===== config.mk =====
export PLATFORM = sky130hd
export DESIGN_NAME = control_mult
export DESIGN_NICKNAME = d
export VERILOG_FILES = /design/src/rtl/control_mult.sv
export SDC_FILE = /design/constraint.sdc
export NUM_CORES = 1
export LEC_CHECK = 0
export CORE_AREA = 2 2 39 41
export CTS_CLUSTER_DIAMETER = 60
export CTS_CLUSTER_SIZE = 24
export DETAILED_ROUTE_END_ITERATION = 10
export DIE_AREA = 0 0 41 43
export PLACE_DENSITY = 0.73
export RECOVER_POWER = 25
export SLEW_MARGIN = 40
export SYNTH_ARGS = -nofsm -noshare
export SYNTH_HDL_FRONTEND = slang
export SYNTH_SLANG_ARGS = --single-unit
export TNS_END_PERCENT = 20

===== constraint.sdc =====
create_clock -name clk -period 2.7 [get_ports clk]
set_input_delay 0.27 -clock clk [delete_from_list [all_inputs] [get_ports clk]]
set_output_delay 0.27 -clock clk [all_outputs]
set_load 0.02 [all_outputs]

===== src/rtl/control_mult.sv =====
// Moore control FSM for a shift-and-add multiplier: loads the operands,
// alternates conditional accumulate and shift, then holds DONE for DONE_CYCLES.
module control_mult #(
  parameter int WIDTH       = 16,
  parameter int DONE_CYCLES = 4,
  localparam int CW         = $clog2(WIDTH + 1)
) (
  input  logic          clk,
  input  logic          reset,
  input  logic          INIT,
  input  logic          LSB,
  input  logic          Z,
  output logic          RST_DP,
  output logic          ADD,
  output logic          SH,
  output logic          DONE,
  output logic          BUSY,
  output logic [CW-1:0] ITER
);

  localparam int ECW = (DONE_CYCLES > 1) ? $clog2(DONE_CYCLES) : 1;
  localparam logic [CW-1:0]  ITER_MAX = CW'(WIDTH);
  localparam logic [ECW-1:0] END_LAST = ECW'(DONE_CYCLES - 1);

  localparam logic [2:0] S_IDLE     = 3'd0;
  localparam logic [2:0] S_LOAD     = 3'd1;
  localparam logic [2:0] S_CHECK    = 3'd2;
  localparam logic [2:0] S_DO_ADD   = 3'd3;
  localparam logic [2:0] S_DO_SHIFT = 3'd4;
  localparam logic [2:0] S_FINISH   = 3'd5;

  logic [2:0]     state;
  logic [CW-1:0]  iter;
  logic [ECW-1:0] end_cnt;

  // ITER is cleared as LOAD exits and otherwise holds through FINISH and IDLE.
  always_ff @(posedge clk or negedge reset) begin
    if (!reset) begin
      state   <= S_IDLE;
      iter    <= '0;
      end_cnt <= '0;
    end else begin
      case (state)
        S_IDLE: begin
          if (INIT) state <= S_LOAD;
        end
        S_LOAD: begin
          iter    <= '0;
          end_cnt <= '0;
          state   <= S_CHECK;
        end
        S_CHECK: begin
          if (Z || (iter == ITER_MAX)) state <= S_FINISH;
          else if (LSB)                state <= S_DO_ADD;
          else                         state <= S_DO_SHIFT;
        end
        S_DO_ADD: begin
          state <= S_DO_SHIFT;
        end
        S_DO_SHIFT: begin
          if (iter < ITER_MAX) iter <= iter + 1'b1;
          state <= S_CHECK;
        end
        S_FINISH: begin
          if (end_cnt == END_LAST) begin
            end_cnt <= '0;
            state   <= S_IDLE;
          end else begin
            end_cnt <= end_cnt + 1'b1;
          end
        end
        default: state <= S_IDLE;
      endcase
    end
  end

  assign RST_DP = (state == S_LOAD);
  assign ADD    = (state == S_DO_ADD);
  assign SH     = (state == S_DO_SHIFT);
  assign DONE   = (state == S_FINISH);
  assign BUSY   = (state != S_IDLE);
  assign ITER   = iter;

endmodule


==> results.tsv <==
stage	metric	value	unit
setup_path	cp_max_fo	11	
pwr	power_density	981	mW/mm^2
pwr	leakage	0.000328	uW
routing	drtIter0Drc	14	
floorplan	row_count	14	
setup_path	start_kind	flip-flop	
setup_path	crit_arrival	2070	ps
setup_path	reg2reg_slack	1070	ps
setup_path	endpoint	RST_DP	
synthesis	synth_top_family_by_area	simple AND/OR/NAND/NOR gates	
synthesis	seq_area_frac_synth	45.0	%
finish	final_nets	83	
synthesis	netlist_area	556	sq um
synthesis	ys_top_cells_by_count	10 x dfrtp_1, 6 x nand2_1, 6 x o21ai_0, 5 x inv_1, 5 x nor2_1	
floorplan	die_width	41	um
sta	hold_viol	0	
clock_tree	clock_sinks	10	
pwr	intPower	438	uW
synthesis	synthXorXnorAreaFrac	0	%
pwr	power_frac_comb	45.0	%
sta	grt_setup_unrepaired	no	
sta	setup_tns	0	ps
clock_tree	clock_latency	260	ps
sta	finClkSkew	1.98	ps
synthesis	synth_cell_types	24	
synthesis	synth.most_common_cell	dfrtp_1	
clock_tree	cts_hold_buf	0	
setup_path	critical_path_class	reg2out	
synthesis	synthTopCellsByArea	dfrtp_1 45%, ha_1 6.8%, o21ai_0 5.4%	
clock_tree	cts_resized	0	
placement	place_inst	86	
finish	instances_no_fill	90	
clock_tree	cts_tree	done	
routing	route.detailed.drc	0	
clock_tree	cts_root_buffer	clkbuf_4	
routing	drt_pass1_iterations	5	
finish	drive_gt1_share	9.46	%
synthesis	synthAdderAreaFrac	6.76	%
synthesis	yosys_warnings	0	
clock_tree	cts_made_buffers	3	
placement	port_buffers	14	
pwr	power.ir.vdd_worst	0.468	mV
placement	routabilityCongestion	0.757	
setup_path	startpoint	state[2]	
sta	fin_crit	2340	ps
pwr	p_clk_share	18.1	%
finish	diodes	0	
setup_path	cp.required	2430	ps
global_route	first_global_vias	431	
pwr	switchingPower	285	uW
sta	setup_viol	0	
synthesis	yosysTopAreaCell	dfrtp_1	
routing	num_vias	476	
clock_tree	path_clk_slew	60	ps
pwr	p_sw_share	39.4	%
finish	fillers	135	
setup_path	r2r_cells	3	
flow_run	max-cap-violations	0	
sta	fmax	0.427	GHz
floorplan	io_pins	15	
synthesis	synth_cells	58	
min_path	hold_path.class	in2async	
global_route	grt-ovfl-total	0	
synthesis	async_reset_ff_share	100	%
sta	period_share	86.8	%
finish	areaGrowthSynthToFinish	32.7	%
floorplan	dieHeight	43	um
sta	slew_violations	0	
routing	viasPerCell	5.29	
synthesis	synth-main-ff-cell	dfrtp_1	
global_route	track_usage	16.2	%
routing	wirelength	1150	um
clock_tree	htree_levels	1	
setup_path	reg2reg_to	ITER[3]	
synthesis	synth_area_per_cell	9.58	sq um
routing	routedWlPerCell	12.8	um
synthesis	synthMuxAreaShare	1.80	%
floorplan	core-area	0.00138	sq mm
placement	dpl.hpwl	835	um
pwr	pwr-share-seq	36.8	%
finish	final_util	53.3	%
synthesis	synth_edf_count	0	
floorplan	die_area	0.00176	sq mm
global_route	grt_max_degree	12	
synthesis	synth_nets	66	
routing	ant_nets	0	
synthesis	ys_ff_latch	10	
synthesis	synthSimpleGateAreaFrac	24.8	%
sta	relSlewSlack	64.7	%
setup_path	r2r-start	state[0]	
global_route	grt_first_pass_wirelength	1950	um
clock_tree	clock_path_buffers	2	
synthesis	synth_top_area_share	45.0	%
clock_tree	postCtsSetupBuffers	0	
global_route	antenna_found_initial	0	
floorplan	start_util	40.1	%
run_status	status	completed	
synthesis	synth_compound_area_share	15.5	%
sta	tightest_slew	522	ps
setup_path	crit_path_end_kind	output port	
==> power groups by stage <==
stage / Combinational (uW) / Clock [uW] / Sequential [uW]
after floorplan: 227 / 0 / 251
after global placement: 325 / 0 / 264
after detailed placement: 326 / 0 / 267
after CTS: 329 / 136 / 265
after global routing: 364 / 143 / 278
final: 326 / 131 / 266
==> final cells by class <==
cell class | count | area (sq um) | share of cell area (%)
timing repair buffer | 14 | 140 | 19.0
tap | 16 | 20.0 | 2.72
multi-input combinational | 41 | 272 | 36.8
clock buffer | 4 | 36.3 | 4.92
sequential | 10 | 250 | 34.0
inverter | 5 | 18.8 | 2.55
==> sequential cells by signal (all words and copies together), names as in the netlist <==
register and count:
end_cnt 2, state 3, ITER 5
==> logic make-up after synthesis <==
group                    after synthesis
AND/OR/NAND/NOR                       24
adder cells (fa/ha/maj)                3
flip-flops                            10
multiplexers                           1
AO/OA/AOI/OAI                         13
buffers and inverters                  7
==> through the flow <==
step                power [uW]  hold WS (ps)  area [sq um]  setup WS [ps]
global route               785           432           737            261
global placement           589           470           701            703
finish                     723           391           737            356
CTS                        730           335           737            363
floorplan                  478         -25.6           556           1140
detailed placement         593           480           701            667
==> cell usage in the layout, fill, tap and decap left out <==
cell type,netlist,layout
clkbuf_4,0,3
nand2b_1,2,2
clkbuf_8,0,1
nand2_1,6,6
dlygate4sd3_1,0,1
clkdlybuf4s50_1,0,13
nor2_1,5,5
a21oi_1,1,1
inv_1,5,5
nor3b_1,1,1
nand3_1,2,2
a311oi_1,1,1
mux2i_1,1,1
nor4b_1,1,1
o31ai_1,2,2
o21ai_0,6,6
or2b_1,1,1
or3b_2,2,2
and3_1,1,1
ha_1,3,3
or4b_4,1,1
a311o_1,1,1
dfrtp_1,10,10
or3_1,2,2
a41oi_1,1,1
a2bb2oi_1,1,1
==> how the worst min path moves through the flow <==
stage / startpoint / cells after the start / slack [ps] / end
floorplan: reset / 0 / -30 / ITER[0]
global placement: end_cnt[1] / 2 / 470 / end_cnt[1]
detailed placement: end_cnt[1] / 2 / 480 / end_cnt[1]
CTS: reset / 1 / 330 / state[1]
global route: reset / 1 / 430 / state[0]
finish: reset / 1 / 390 / state[1]
==> layer usage <==
layer,routed length (um),GRT usage [%]
met3,101,4.19
met4,4,8.00
met5,0,0
met2,501,22.2
met1,543,22.7
==> critical path, stage by stage, from the launching register on <==
cell,delay [ps]
dfrtp_1,470
or3b_2,550
inv_1,170
clkdlybuf4s50_1,630
No activity file was read; power rests on OpenSTA's default activity.
